File: src/rtl/axi_fault_monitor_if.sv
// AXI4 AW/B/AR/R signal bundle observed by axi_fault_monitor.
// The monitor modport is fully passive: every signal is an input.
interface axi_fault_monitor_if #(
  parameter int ADDR_W = 32,
  parameter int ID_W   = 4
);
  logic              awvalid;
  logic              awready;
  logic [ADDR_W-1:0] awaddr;
  logic [ID_W-1:0]   awid;
  logic              bvalid;
  logic              bready;
  logic [1:0]        bresp;
  logic [ID_W-1:0]   bid;
  logic              arvalid;
  logic              arready;
  logic [ADDR_W-1:0] araddr;
  logic [ID_W-1:0]   arid;
  logic [7:0]        arlen;
  logic              rvalid;
  logic              rready;
  logic              rlast;
  logic [1:0]        rresp;
  logic [ID_W-1:0]   rid;

  modport master (
    output awvalid, awaddr, awid, bready, arvalid, araddr, arid, arlen, rready,
    input  awready, bvalid, bresp, bid, arready, rvalid, rlast, rresp, rid
  );

  modport slave (
    input  awvalid, awaddr, awid, bready, arvalid, araddr, arid, arlen, rready,
    output awready, bvalid, bresp, bid, arready, rvalid, rlast, rresp, rid
  );

  modport monitor (
    input awvalid, awready, awaddr, awid, bvalid, bready, bresp, bid,
          arvalid, arready, araddr, arid, arlen,
          rvalid, rready, rlast, rresp, rid
  );
endinterface

File: src/rtl/axi_fault_monitor.sv
// Passive AXI4 fault monitor: attributes SLVERR/DECERR responses to the
// originating transaction, keeps sticky records, counters and protocol flags.
module axi_fault_monitor #(
  parameter int ADDR_W   = 32,
  parameter int ID_W     = 4,
  parameter int DEPTH    = 4,
  parameter int CNT_W    = 8,
  parameter bit FATAL_EN = 1'b0
) (
  input  logic              i_clk,
  input  logic              i_rst_n,
  axi_fault_monitor_if.monitor bus,
  input  logic              i_clr,
  input  logic              i_cnt_clr,
  output logic              access_fault,
  output logic              fault_pulse,
  output logic              fault_is_wr,
  output logic [ADDR_W-1:0] fault_addr,
  output logic [ID_W-1:0]   fault_id,
  output logic [1:0]        fault_resp,
  output logic [7:0]        fault_beat,
  output logic [CNT_W-1:0]  wr_fault_cnt,
  output logic [CNT_W-1:0]  rd_fault_cnt,
  output logic              proto_err,
  output logic [2:0]        proto_code
);
  localparam int PTR_W = $clog2(DEPTH);
  localparam logic [PTR_W:0] FULL_CNT = DEPTH[PTR_W:0];

  logic aw_hs, b_hs, ar_hs, r_hs;
  assign aw_hs = bus.awvalid & bus.awready;
  assign b_hs  = bus.bvalid  & bus.bready;
  assign ar_hs = bus.arvalid & bus.arready;
  assign r_hs  = bus.rvalid  & bus.rready;

  logic [ADDR_W-1:0] wq_addr [DEPTH];
  logic [ID_W-1:0]   wq_id   [DEPTH];
  logic [ADDR_W-1:0] rq_addr [DEPTH];
  logic [ID_W-1:0]   rq_id   [DEPTH];
  logic [7:0]        rq_len  [DEPTH];
  logic [PTR_W-1:0]  wq_wp, wq_rp, rq_wp, rq_rp;
  logic [PTR_W:0]    wq_cnt, rq_cnt;
  logic [7:0]        beat_cnt;

  logic wq_empty, wq_full, wq_pop, wq_push, wq_ovf;
  logic rq_empty, rq_full, rq_pop, rq_push, rq_ovf;
  assign wq_empty = (wq_cnt == '0);
  assign wq_full  = (wq_cnt == FULL_CNT);
  assign wq_pop   = b_hs & ~wq_empty;
  assign wq_push  = aw_hs & (~wq_full | wq_pop);
  assign wq_ovf   = aw_hs & wq_full & ~wq_pop;
  assign rq_empty = (rq_cnt == '0);
  assign rq_full  = (rq_cnt == FULL_CNT);
  assign rq_pop   = r_hs & bus.rlast & ~rq_empty;
  assign rq_push  = ar_hs & (~rq_full | rq_pop);
  assign rq_ovf   = ar_hs & rq_full & ~rq_pop;

  // Queue storage needs no reset; occupancy and pointers define validity.
  always_ff @(posedge i_clk) begin
    if (wq_push) begin
      wq_addr[wq_wp] <= bus.awaddr;
      wq_id[wq_wp]   <= bus.awid;
    end
    if (rq_push) begin
      rq_addr[rq_wp] <= bus.araddr;
      rq_id[rq_wp]   <= bus.arid;
      rq_len[rq_wp]  <= bus.arlen;
    end
  end

  always_ff @(posedge i_clk) begin
    if (!i_rst_n) begin
      wq_wp    <= '0;
      wq_rp    <= '0;
      wq_cnt   <= '0;
      rq_wp    <= '0;
      rq_rp    <= '0;
      rq_cnt   <= '0;
      beat_cnt <= '0;
    end else begin
      if (wq_push) wq_wp <= wq_wp + 1'b1;
      if (wq_pop)  wq_rp <= wq_rp + 1'b1;
      if (wq_push && !wq_pop)      wq_cnt <= wq_cnt + 1'b1;
      else if (!wq_push && wq_pop) wq_cnt <= wq_cnt - 1'b1;
      if (rq_push) rq_wp <= rq_wp + 1'b1;
      if (rq_pop)  rq_rp <= rq_rp + 1'b1;
      if (rq_push && !rq_pop)      rq_cnt <= rq_cnt + 1'b1;
      else if (!rq_push && rq_pop) rq_cnt <= rq_cnt - 1'b1;
      if (r_hs) beat_cnt <= bus.rlast ? 8'd0 : beat_cnt + 8'd1;
    end
  end

  logic              b_fault, r_fault;
  logic [ADDR_W-1:0] b_addr, r_addr;
  logic [ID_W-1:0]   b_id, r_id;
  logic              b_mismatch, r_mismatch;
  logic [2:0]        proto_new;
  assign b_fault    = b_hs & (bus.bresp != 2'b00);
  assign r_fault    = r_hs & (bus.rresp != 2'b00);
  assign b_addr     = wq_empty ? '0 : wq_addr[wq_rp];
  assign b_id       = wq_empty ? bus.bid : wq_id[wq_rp];
  assign r_addr     = rq_empty ? '0 : rq_addr[rq_rp];
  assign r_id       = rq_empty ? bus.rid : rq_id[rq_rp];
  assign b_mismatch = b_hs & ~wq_empty & (bus.bid != wq_id[wq_rp]);
  assign r_mismatch = r_hs & ~rq_empty & (bus.rid != rq_id[rq_rp]);

  // Several errors in one cycle: the lowest code is recorded.
  always_comb begin
    proto_new = 3'd0;
    if (b_hs && wq_empty)      proto_new = 3'd1;
    else if (r_hs && rq_empty) proto_new = 3'd2;
    else if (b_mismatch)       proto_new = 3'd3;
    else if (r_mismatch)       proto_new = 3'd4;
    else if (wq_ovf)           proto_new = 3'd5;
    else if (rq_ovf)           proto_new = 3'd6;
  end

  always_ff @(posedge i_clk) begin
    if (!i_rst_n) begin
      access_fault <= 1'b0;
      fault_pulse  <= 1'b0;
      fault_is_wr  <= 1'b0;
      fault_addr   <= '0;
      fault_id     <= '0;
      fault_resp   <= '0;
      fault_beat   <= '0;
      wr_fault_cnt <= '0;
      rd_fault_cnt <= '0;
      proto_err    <= 1'b0;
      proto_code   <= '0;
    end else begin
      fault_pulse <= b_fault | r_fault;
      // i_clr re-arms the record, so a fault in the same cycle is captured.
      if ((b_fault || r_fault) && (!access_fault || i_clr)) begin
        access_fault <= 1'b1;
        fault_is_wr  <= b_fault;
        fault_addr   <= b_fault ? b_addr : r_addr;
        fault_id     <= b_fault ? b_id : r_id;
        fault_resp   <= b_fault ? bus.bresp : bus.rresp;
        fault_beat   <= b_fault ? 8'd0 : beat_cnt;
      end else if (i_clr) begin
        access_fault <= 1'b0;
        fault_is_wr  <= 1'b0;
        fault_addr   <= '0;
        fault_id     <= '0;
        fault_resp   <= '0;
        fault_beat   <= '0;
      end
      if (proto_new != 3'd0 && (!proto_err || i_clr)) begin
        proto_err  <= 1'b1;
        proto_code <= proto_new;
      end else if (i_clr) begin
        proto_err  <= 1'b0;
        proto_code <= '0;
      end
      if (i_cnt_clr)                       wr_fault_cnt <= b_fault ? CNT_W'(1) : '0;
      else if (b_fault && ~&wr_fault_cnt) wr_fault_cnt <= wr_fault_cnt + CNT_W'(1);
      if (i_cnt_clr)                       rd_fault_cnt <= r_fault ? CNT_W'(1) : '0;
      else if (r_fault && ~&rd_fault_cnt) rd_fault_cnt <= rd_fault_cnt + CNT_W'(1);
    end
  end

`ifndef SYNTHESIS
  always_ff @(posedge i_clk) begin
    if (FATAL_EN && i_rst_n) begin
      if (b_fault) $fatal(1, "axi_fault_monitor: B fault resp=%0d addr=0x%0h", bus.bresp, b_addr);
      if (r_fault) $fatal(1, "axi_fault_monitor: R fault resp=%0d addr=0x%0h", bus.rresp, r_addr);
    end
  end
`endif
endmodule
File: src/flat_wrapper.sv
// flat-port wrapper written by rule: the top's interface ports become plain ports
module axi_fault_monitor_flat 
#(
  parameter int ADDR_W   = 32,
  parameter int ID_W     = 4,
  parameter int DEPTH    = 4,
  parameter int CNT_W    = 8,
  parameter bit FATAL_EN = 1'b0
)
  (i_clk, i_rst_n, i_clr, i_cnt_clr, access_fault, fault_pulse, fault_is_wr, fault_addr, fault_id, fault_resp, fault_beat, wr_fault_cnt, rd_fault_cnt, proto_err, proto_code, bus_awvalid, bus_awready, bus_awaddr, bus_awid, bus_bvalid, bus_bready, bus_bresp, bus_bid, bus_arvalid, bus_arready, bus_araddr, bus_arid, bus_arlen, bus_rvalid, bus_rready, bus_rlast, bus_rresp, bus_rid);
  axi_fault_monitor_if #(.ADDR_W(ADDR_W), .ID_W(ID_W)) bus_i ();
  input  logic i_clk;
  input  logic i_rst_n;
  input  logic i_clr;
  input  logic i_cnt_clr;
  output logic access_fault;
  output logic fault_pulse;
  output logic fault_is_wr;
  output logic [ADDR_W-1:0] fault_addr;
  output logic [ID_W-1:0] fault_id;
  output logic [1:0] fault_resp;
  output logic [7:0] fault_beat;
  output logic [CNT_W-1:0] wr_fault_cnt;
  output logic [CNT_W-1:0] rd_fault_cnt;
  output logic proto_err;
  output logic [2:0] proto_code;
  input wire logic [$bits(bus_i.awvalid)-1:0] bus_awvalid;
  input wire logic [$bits(bus_i.awready)-1:0] bus_awready;
  input wire logic [$bits(bus_i.awaddr)-1:0] bus_awaddr;
  input wire logic [$bits(bus_i.awid)-1:0] bus_awid;
  input wire logic [$bits(bus_i.bvalid)-1:0] bus_bvalid;
  input wire logic [$bits(bus_i.bready)-1:0] bus_bready;
  input wire logic [$bits(bus_i.bresp)-1:0] bus_bresp;
  input wire logic [$bits(bus_i.bid)-1:0] bus_bid;
  input wire logic [$bits(bus_i.arvalid)-1:0] bus_arvalid;
  input wire logic [$bits(bus_i.arready)-1:0] bus_arready;
  input wire logic [$bits(bus_i.araddr)-1:0] bus_araddr;
  input wire logic [$bits(bus_i.arid)-1:0] bus_arid;
  input wire logic [$bits(bus_i.arlen)-1:0] bus_arlen;
  input wire logic [$bits(bus_i.rvalid)-1:0] bus_rvalid;
  input wire logic [$bits(bus_i.rready)-1:0] bus_rready;
  input wire logic [$bits(bus_i.rlast)-1:0] bus_rlast;
  input wire logic [$bits(bus_i.rresp)-1:0] bus_rresp;
  input wire logic [$bits(bus_i.rid)-1:0] bus_rid;
  assign bus_i.awvalid = bus_awvalid;
  assign bus_i.awready = bus_awready;
  assign bus_i.awaddr = bus_awaddr;
  assign bus_i.awid = bus_awid;
  assign bus_i.bvalid = bus_bvalid;
  assign bus_i.bready = bus_bready;
  assign bus_i.bresp = bus_bresp;
  assign bus_i.bid = bus_bid;
  assign bus_i.arvalid = bus_arvalid;
  assign bus_i.arready = bus_arready;
  assign bus_i.araddr = bus_araddr;
  assign bus_i.arid = bus_arid;
  assign bus_i.arlen = bus_arlen;
  assign bus_i.rvalid = bus_rvalid;
  assign bus_i.rready = bus_rready;
  assign bus_i.rlast = bus_rlast;
  assign bus_i.rresp = bus_rresp;
  assign bus_i.rid = bus_rid;
  axi_fault_monitor #(.ADDR_W(ADDR_W), .ID_W(ID_W), .DEPTH(DEPTH), .CNT_W(CNT_W), .FATAL_EN(FATAL_EN)) u_core (.i_clk(i_clk), .i_rst_n(i_rst_n), .bus(bus_i), .i_clr(i_clr), .i_cnt_clr(i_cnt_clr), .access_fault(access_fault), .fault_pulse(fault_pulse), .fault_is_wr(fault_is_wr), .fault_addr(fault_addr), .fault_id(fault_id), .fault_resp(fault_resp), .fault_beat(fault_beat), .wr_fault_cnt(wr_fault_cnt), .rd_fault_cnt(rd_fault_cnt), .proto_err(proto_err), .proto_code(proto_code));
endmodule
File: config.mk
export PLATFORM = sky130hd
export DESIGN_NAME = axi_fault_monitor_flat
export DESIGN_NICKNAME = d
export VERILOG_FILES = /design/src/rtl/axi_fault_monitor_if.sv /design/src/rtl/axi_fault_monitor.sv /design/src/flat_wrapper.sv
export SDC_FILE = /design/constraint.sdc
export NUM_CORES = 1
export LEC_CHECK = 0
export BUFFER_PORTS_ARGS = -buffer_cell sky130_fd_sc_hd__buf_2
export CORE_MARGIN = 10
export CORE_UTILIZATION = 52
export CTS_CLUSTER_DIAMETER = 80
export DETAILED_ROUTE_END_ITERATION = 8
export PLACE_DENSITY = 0.79
export SETUP_SLACK_MARGIN = 0.1
export SYNTH_ARGS = -nofsm -noshare
export SYNTH_HDL_FRONTEND = slang
export SYNTH_SLANG_ARGS = --single-unit
File: constraint.sdc
create_clock -name i_clk -period 2.2 [get_ports i_clk]
set_input_delay 0.11 -clock i_clk [delete_from_list [all_inputs] [get_ports i_clk]]
set_output_delay 0.11 -clock i_clk [all_outputs]
set_load 0.05 [all_outputs]
==> reports/results.tsv, run 1 <==
stage	metric	value	unit
status	status	finished clean	
route	dr_total_vias	8791	
flow_run	drv_cap	0	
die	die_area	35000	sq um
timing	hold_viol_final	0	
critical_path	critPathSlowestCell	mux4_2	
grt	grt_overflow	0	
placement	place_ws	-0.0299	ns
hold_path	min_path_type	in2reg	
logic_synthesis	yosys_warnings	0	
critical_path	required	2.59	ns
critical_path	path_delay_family	multiplexers	
logic_synthesis	synth_edf_count	288	
critical_path	cp_max_fo	6	
pwr	p_clk_share	37.6	%
die	die_w	187	microns
critical_path	r2r_end	u_core.proto_code[1]	
logic_synthesis	synth_commonest_cells	edfxtp_1 (288), dfxtp_1 (95), nor2_1 (95), mux4_2 (72), nand2_1 (43)	
die	core_area	27600	sq um
logic_synthesis	synth-seq-cells	383	
route	drt_iter0_drc	726	
critical_path	critPathMaxStageDelay	0.58	ns
logic_synthesis	avgSynthCellArea	17.1	sq um
pwr	p_seq_share	48.7	%
grt	track_usage	19.2	%
placement	place_area	16100	sq um
timing	finalWorstSetupSlack	0.147	ns
critical_path	cp-start-kind	register	
critical_path	crit_type	reg2reg	
die	dieHeight	187	microns
route	route.detailed.drc	0	
final_layout	postLayoutCellArea	18300	sq um
timing	drv_slew	0	
timing	period_needed	2.05	ns
die	start_util	52.5	%
pwr	powerDensity	926	nW/um^2
clocking	cts_num_sinks	383	
placement	dp_hpwl	21500	microns
final_layout	fillers	1897	
placement	io_buffer_count	165	
pwr	power.internal	12800	uW
route	dr.pass1.iters	5	
logic_synthesis	yosysTopAreaCell	edfxtp_1	
pwr	pwr-share-comb	13.7	%
grt	grt_max_degree	33	
timing	timing.fmax	0.487	GHz
timing	rsz0062_at_grt	true	
logic_synthesis	ys_top_cells_by_area	edfxtp_1 (60%), dfxtp_1 (13%), mux4_2 (11%)	
final_layout	drive_gt1_share	32.8	%
timing	fin_worst_skew	0.0310	ns
final_layout	syn_to_final_growth	26.1	%
pwr	cellLeakagePower	0.00651	uW
logic_synthesis	synth_nets	968	
clocking	ctsHtreeMaxLevel	2	
route	ant_nets	0	
logic_synthesis	synth_top_flop_cell	edfxtp_1	
critical_path	path_cells	mux4_2, xnor2_2, nand4_1, a221oi_1, o32ai_1	
pwr	ir_drop	861	uV
clocking	ctsLongestPathBuffers	3	
clocking	clkTransAtPathRegs	0.06	ns
pwr	switching_share	24.4	%
clocking	clk_latency	0.53	ns
placement	place_inst	1392	
logic_synthesis	yosys.area.top_type_share	59.6	%
die	rows	61	
timing	setup_tns	0	ns
grt	grt_pass1_wl	53100	microns
die	io_pins	174	
final_layout	final_cells	1549	
logic_synthesis	yosysSeqAreaShare	72.7	%
placement	place_congestion	0.842	
timing	worstMarginPinSlew	0.769	ns
grt	grt_pass1_vias	9289	
final_layout	fin_nets	1259	
clocking	cts_tree	done	
clocking	cts_buffers	39	
critical_path	path_buf_inv	0	
critical_path	cp-endpoint	u_core.proto_code[1]	
route	drt-total-wl	34000	microns
logic_synthesis	yosysUniqueCellTypes	46	
critical_path	cp.depth	5	
logic_synthesis	yosysMostFrequentCell	edfxtp_1	
logic_synthesis	synth_cells	848	
logic_synthesis	netlist_area	14500	sq um
critical_path	cp_data_arrival_time	2.44	ns
timing	relSlewSlack	48.6	%
clocking	clock-root-buffer	clkbuf_16	
logic_synthesis	synthArstFlopShare	0	%
final_layout	post-route-util	66.3	%
critical_path	rr_worst_depth	5	
timing	min_period_over_period	93.3	%
critical_path	endpoint_kind	register	
grt	antenna_found_initial	1	
route	wl_per_cell	21.9	microns
critical_path	ff2ff_setup_slack	0.15	ns
pwr	netSwitchingPower	4130	uW
route	via_per_inst	5.68	
timing	setup_viol	0	
[cell usage in the layout (no fill, tap or decap), drive strengths merged, types with 11 or more instances in the layout]
cell,count
o21ai,13
clkinv,17
xor2,19
ha,13
dfxtp,95
edfxtp,288
dlygate4sd3,76
a21oi,23
nand2,43
buf,213
a222oi,32
xnor2,12
nor2,96
inv,11
clkbuf,50
mux4,72
[layer usage]
metal	vias up	part of all wire, %	global-route usage (%)
li1	3944	-	-
met1	4431	40	24.8
met2	370	50	32.3
met3	46	7.5	3.73
met4	0	1.9	5.33
met5	-	0	0
[logic make-up (layout without fill, tap and decap cells)]
logic type               after synthesis  count (layout)  share of synthesized area, %
other                                  0               1                             0
flip-flops                           383             383                          72.7
buffers and inverters                 50             371                          1.43
multiplexers                          78              78                          11.6
AO/OA/AOI/OAI                         97              97                          5.04
AND/OR/NAND/NOR                      194             195                          6.01
adder cells (fa/ha/maj)               15              15                          1.40
XOR/XNOR                              31              31                          1.87
[through the flow]
| stage | total power [uW] | hold WS, ns |
|---|---|---|
| 3_5_place_dp | 10500 | 0.325 |
| 6_report | 16900 | 0.0178 |
| 4_1_cts | 17000 | 0.000416 |
| 2_1_floorplan | 9770 | 0.206 |
| 3_3_place_gp | 10400 | 0.321 |
| 5_1_grt | 17600 | 0.0478 |
[worst min-delay path by stage]
stage                         from                      to  slack (ns)  depth (start not counted)
floorplan                i_cnt_clr  u_core.rd_fault_cnt[0]        0.21                          1
global placement    bus_araddr[18]   u_core.rq_addr[2][18]        0.32                          1
detailed placement     bus_awid[3]      u_core.wq_id[2][3]        0.33                          1
CTS                   bus_rresp[0]    u_core.fault_resp[0]      0.0004                          5
global route          bus_rresp[0]    u_core.fault_resp[0]        0.05                          5
finish                  bus_bid[0]      u_core.fault_id[0]        0.02                          4
[area by class of cell]
type                    count  area (sq um)  share of cell area (%)
clock buffers              50          1050                    5.73
flip-flops and latches    383         10600                    57.7
well taps                 378           473                    2.58
diodes                      1          2.50                  0.0137
clock inverters            22           195                    1.07
multi-input cells         416          3930                    21.5
repair buffers            289          2050                    11.2
inverters                  10          37.5                   0.205
[power groups by stage]
stage / clock network, uW / logic [uW] / registers (uW)
floorplan: 0 / 1150 / 8620
global placement: 0 / 2060 / 8380
detailed placement: 0 / 2100 / 8400
CTS: 6480 / 2240 / 8250
global route: 6780 / 2500 / 8290
finish: 6370 / 2320 / 8260
[registers in the layout (all words and copies together), names as in the netlist, 3 cells and up, named ones only]
name	flops
u_core.wq_id	16
u_core.fault_id	4
u_core.wq_cnt	3
u_core.wq_addr	128
u_core.rq_cnt	3
u_core.fault_beat	8
u_core.rd_fault_cnt	8
u_core.wr_fault_cnt	8
u_core.fault_addr	32
u_core.rq_addr	128
u_core.proto_code	3
u_core.rq_id	16
u_core.beat_cnt	8
[timing repair]
action / 4_1_cts / 5_1_grt
hold buffers: 76 / 0
hold endpoints to repair: 292 / 0
pin swaps: 0 / 6
resized for setup: 6 / 16
setup buffers: 0 / 7
endpoints found under the setup margin: 34 / 9
cloned: 1 / 0
[worst min-delay path, cell delays in order]
cell	delay [ns]
buf_2	0.11
nand2_1	0.05
a311o_1	0.15
a21oi_1	0.05
(Power assumes the default switching activity.)
==> run 2, diff against run 1 <==
--- a/config.mk
+++ b/config.mk
@@ -6,6 +6,7 @@
 export NUM_CORES = 1
 export LEC_CHECK = 0
 export BUFFER_PORTS_ARGS = -buffer_cell sky130_fd_sc_hd__buf_2
+export CORE_ASPECT_RATIO = 1.75
 export CORE_MARGIN = 10
 export CORE_UTILIZATION = 52
 export CTS_CLUSTER_DIAMETER = 80
==> reports/results.tsv, run 2 (synthesized netlist as in run 1, its figures left out) <==
stage	metric	value	unit
status	status	finished clean	
final_layout	top_regs	u_core.rq_addr x128, u_core.wq_addr x128, u_core.fault_addr x32	
die	die_w	146	microns
timing	period_needed	2.05	ns
route	drt_iter0_drc	681	
placement	place_area	16200	sq um
clocking	ctsLongestPathBuffers	3	
critical_path	critPathMaxStageDelay	0.56	ns
timing	drv_slew	0	
die	io_pins	174	
final_layout	postLayoutCellArea	18400	sq um
critical_path	cp_data_arrival_time	2.44	ns
grt	track_usage	19.6	%
timing	hold_viol_final	0	
timing	setup_viol	0	
timing	relSlewSlack	51.6	%
critical_path	ff2ff_setup_slack	0.15	ns
final_layout	final_common_cell	edfxtp_1	
timing	timing.fmax	0.489	GHz
clocking	clk_latency	0.52	ns
route	via_per_inst	5.74	
placement	io_buffer_count	165	
critical_path	cp-start-kind	register	
die	dieHeight	241	microns
route	dr.pass1.iters	5	
route	dr_total_vias	8785	
clocking	cts_tree	done	
timing	fin_worst_skew	0.0117	ns
critical_path	endpoint_kind	register	
critical_path	path_buf_inv	1	
placement	place_congestion	0.806	
critical_path	cp_max_fo	6	
critical_path	required	2.59	ns
final_layout	final_cells	1531	
die	rows	80	
critical_path	path_delay_family	multiplexers	
clocking	clkTransAtPathRegs	0.07	ns
flow_run	drv_cap	0	
grt	grt_pass1_wl	53500	microns
grt	antenna_found_initial	3	
route	ant_nets	0	
critical_path	crit_type	reg2reg	
grt	grt_overflow	0	
hold_path	min_path_type	in2reg	
clocking	cts_buffers	35	
timing	setup_tns	0	ns
timing	worstMarginPinSlew	0.725	ns
final_layout	drive_gt1_share	32.4	%
grt	grt_max_degree	46	
pwr	cellLeakagePower	0.00648	uW
pwr	ir_drop	1170	uV
final_layout	mostFrequentLayoutCells	edfxtp_1 (288), buf_2 (165), nor2_1 (92), dfxtp_1 (87), dlygate4sd3_1 (80)	
timing	rsz0062_at_grt	true	
die	core_area	27400	sq um
placement	place_inst	1381	
final_layout	syn_to_final_growth	26.5	%
final_layout	post-route-util	66.9	%
grt	grt_pass1_vias	9358	
clocking	clock-root-buffer	clkbuf_16	
timing	holdWs	0.0298	ns
route	drt-total-wl	35300	microns
clocking	cts_num_sinks	383	
route	wl_per_cell	23.1	microns
route	route.detailed.drc	0	
die	die_area	35300	sq um
final_layout	fin_nets	1252	
pwr	powerDensity	919	nW/um^2
die	start_util	52.9	%
critical_path	path_cells	mux4_2, xnor2_2, a41oi_2, buf_4, nor3b_4, nand3b_1, a21oi_1	
clocking	ctsHtreeMaxLevel	2	
placement	dp_hpwl	22400	microns
timing	min_period_over_period	93.0	%
critical_path	critPathSlowestCell	mux4_2	
==> run 2: power by group <==
group | switching, uW | total, uW | internal [uW] | leakage (uW)
Clock | 2560 | 6330 | 3770 | 0.000587
Combinational | 1310 | 2280 | 962 | 0.00251
Sequential | 179 | 8260 | 8080 | 0.00339
==> run 2: path summary, 6_finish.rpt <==
check	to	cells after the start	from
worst max-delay path	u_core.proto_code[2]	7	register
worst min-delay path	u_core.fault_id[1]	5	bus_bid[1]
worst max register to register	u_core.proto_code[2]	7	register
worst min register to register	u_core.proto_code[0]	2	u_core.proto_code[0]
==> run 2: final cells by class <==
class | instances | area [sq um]
Sequential cell | 383 | 10600
Fill cell | 1891 | 9070
Multi-Input combinational cell | 416 | 3930
Timing Repair Buffer | 286 | 2140
Clock buffer | 47 | 993
Tap cell | 369 | 462
Clock inverter | 16 | 211
Inverter | 10 | 37.5
Antenna cell | 4 | 10.0
==> run 2: layer usage <==
metal	GRT usage, %	part of all wire [%]	vias to the layer above
met5	0	0	-
met4	8.74	3.9	0
met3	3.54	6.0	79
met2	37.6	56	347
met1	20.1	34	4438
li1	-	-	3921
==> run 2: through the flow <==
step / setup slack (ns) / total power [uW]
floorplan: 0.108 / 9770
global placement: 0.123 / 10400
detailed placement: 0.0811 / 10500
CTS: 0.0676 / 16900
global route: 0.0590 / 17400
finish: 0.153 / 16900
==> run 2: worst min-delay path: cells and delay by family <==
family / cells / cell delay, ns
AND/OR/NAND/NOR: 2 / 0.11
AO/OA/AOI/OAI: 2 / 0.18
buffers and inverters: 1 / 0.11
==> run 2: repair_timing <==
action | 4_1_cts | 5_1_grt
cloned | 0 | 1
buffers inserted | 0 | 2
endpoints found under the hold margin | 297 | 0
hold buffers | 80 | 0
pin swaps | 0 | 8
endpoints found under the setup margin | 6 | 45
resized for setup | 3 | 22
==> run 3, diff against run 2 <==
--- a/config.mk
+++ b/config.mk
@@ -11,6 +11,7 @@
 export CORE_UTILIZATION = 52
 export CTS_CLUSTER_DIAMETER = 80
 export DETAILED_ROUTE_END_ITERATION = 8
+export GPL_TIMING_DRIVEN = 0
 export PLACE_DENSITY = 0.79
 export SETUP_SLACK_MARGIN = 0.1
 export SYNTH_ARGS = -nofsm -noshare
==> reports/results.tsv, run 3 (synthesized netlist as in run 1, its figures left out) <==
stage	metric	value	unit
route	ant_nets	0	
clocking	cts_tree	done	
final_layout	syn_to_final_growth	25.1	%
pwr	power.internal	12900	uW
grt	grt_max_degree	37	
grt	grt_pass1_vias	9397	
die	die_w	146	microns
pwr	cellLeakagePower	0.00643	uW
final_layout	drive_gt1_share	31.2	%
timing	finalWorstSetupSlack	0.0396	ns
grt	grt_overflow	0	
grt	track_usage	19.5	%
placement	place_inst	1382	
clocking	ctsHtreeMaxLevel	2	
timing	hold_viol_final	0	
placement	io_buffer_count	165	
grt	grt_pass1_wl	53300	microns
pwr	p_seq_share	48.3	%
pwr	netSwitchingPower	4150	uW
timing	period_needed	2.16	ns
timing	min_period_over_period	98.2	%
grt	antenna_found_initial	3	
critical_path	endpoint_kind	register	
route	via_per_inst	5.75	
die	rows	80	
placement	place_ws	-0.238	ns
route	dr_total_vias	8837	
pwr	powerDensity	940	nW/um^2
clocking	clk_latency	0.54	ns
route	route.detailed.drc	0	
critical_path	crit_type	reg2reg	
final_layout	top_regs	u_core.rq_addr x128, u_core.wq_addr x128, u_core.fault_addr x32	
pwr	pwr-share-comb	13.7	%
timing	timing.fmax	0.463	GHz
final_layout	final_common_cell	edfxtp_1	
route	wl_per_cell	22.8	microns
clocking	clock-root-buffer	clkbuf_16	
hold_path	min_path_type	in2reg	
route	dr.pass1.iters	7	
status	status	finished clean	
die	core_area	27400	sq um
timing	fin_worst_skew	0.0174	ns
critical_path	required	2.65	ns
critical_path	cp_max_fo	4	
clocking	ctsLongestPathBuffers	3	
route	drt_iter0_drc	794	
die	io_pins	174	
critical_path	cp-start-kind	register	
die	start_util	52.9	%
timing	relSlewSlack	25.4	%
pwr	ir_drop	768	uV
route	drt-total-wl	35000	microns
pwr	p_clk_share	38.0	%
placement	place_congestion	0.831	
final_layout	fin_nets	1260	
die	die_area	35300	sq um
clocking	clkTransAtPathRegs	0.07	ns
final_layout	mostFrequentLayoutCells	edfxtp_1 (288), buf_2 (168), nor2_1 (94), dfxtp_1 (88), dlygate4sd3_1 (81)	
timing	setup_tns	0	ns
timing	worstMarginPinSlew	1.12	ns
timing	rsz0062_at_grt	true	
clocking	cts_num_sinks	383	
die	dieHeight	241	microns
timing	setup_viol	0	
pwr	switching_share	24.3	%
final_layout	final_cells	1537	
clocking	cts_buffers	35	
flow_run	drv_cap	0	
critical_path	cp_data_arrival_time	2.61	ns
placement	dp_hpwl	22300	microns
timing	drv_slew	0	
[run 3: final timing paths]
kind,start,end,slack [ns],depth (start not counted)
setup reg to reg,u_core.wq_cnt[1],u_core.wq_cnt[2],0.04,9
hold / removal,bus_bresp[1],u_core.fault_resp[1],0.04,5
setup / recovery,u_core.wq_cnt[1],u_core.wq_cnt[2],0.04,9
hold reg to reg,u_core.fault_id[3],u_core.fault_id[3],0.47,2
[run 3: per-layer routing]
| layer | up-vias | wire length [microns] | track usage, % |
|---|---|---|---|
| li1 | 3936 | - | - |
| met1 | 4433 | 12100 | 20.4 |
| met2 | 375 | 19400 | 36.8 |
| met3 | 93 | 2140 | 3.75 |
| met4 | 0 | 1380 | 9.38 |
| met5 | - | 0 | 0 |
[run 3: final cells by class]
class,instances,area [sq um]
Buffer,38,211
Tap cell,369,462
Timing Repair Buffer,257,1740
Fill cell,1933,9260
Antenna cell,3,7.51
Clock buffer,46,947
Sequential cell,383,10600
Multi-Input combinational cell,415,3930
Clock inverter,16,264
Inverter,10,37.5
[run 3: timing repair]
| item | CTS | global route |
|---|---|---|
| buffers inserted | 5 | 5 |
| hold buffers | 81 | 0 |
| hold endpoints to repair | 301 | 0 |
| pin swaps | 5 | 11 |
| resized for setup | 31 | 37 |
| gates cloned | 0 | 1 |
| endpoints found under the setup margin | 324 | 149 |
[run 3: power by group through the flow]
stage                     Sequential (uW)  Clock [uW]  Combinational (uW)
after global placement               8370           0                1970
after floorplan                      8620           0                1150
after detailed placement             8390           0                2010
final                                8260        6490                2330
after global routing                 8280        6850                2500
after CTS                            8240        6540                2230
[run 3: critical path: stages, from the launching register on]
cell and delay, ns:
dfxtp_4 0.36, or3_4 0.39, buf_8 0.13, nand2_4 0.07
ha_4 0.13, inv_2 0.04, fa_2 0.36, xor2_2 0.15
or3_1 0.30, a21oi_1 0.15
[run 3: through the flow]
step,hold WS (ns),area [sq um],util [%],power (uW)
finish,0.0420,18200,66.2,17100
global route,0.0603,18200,66.2,17600
CTS,0.0246,18000,65.7,17000
detailed placement,0.326,15900,57.9,10400
global placement,0.319,15900,57.9,10300
floorplan,0.206,14600,-,9770
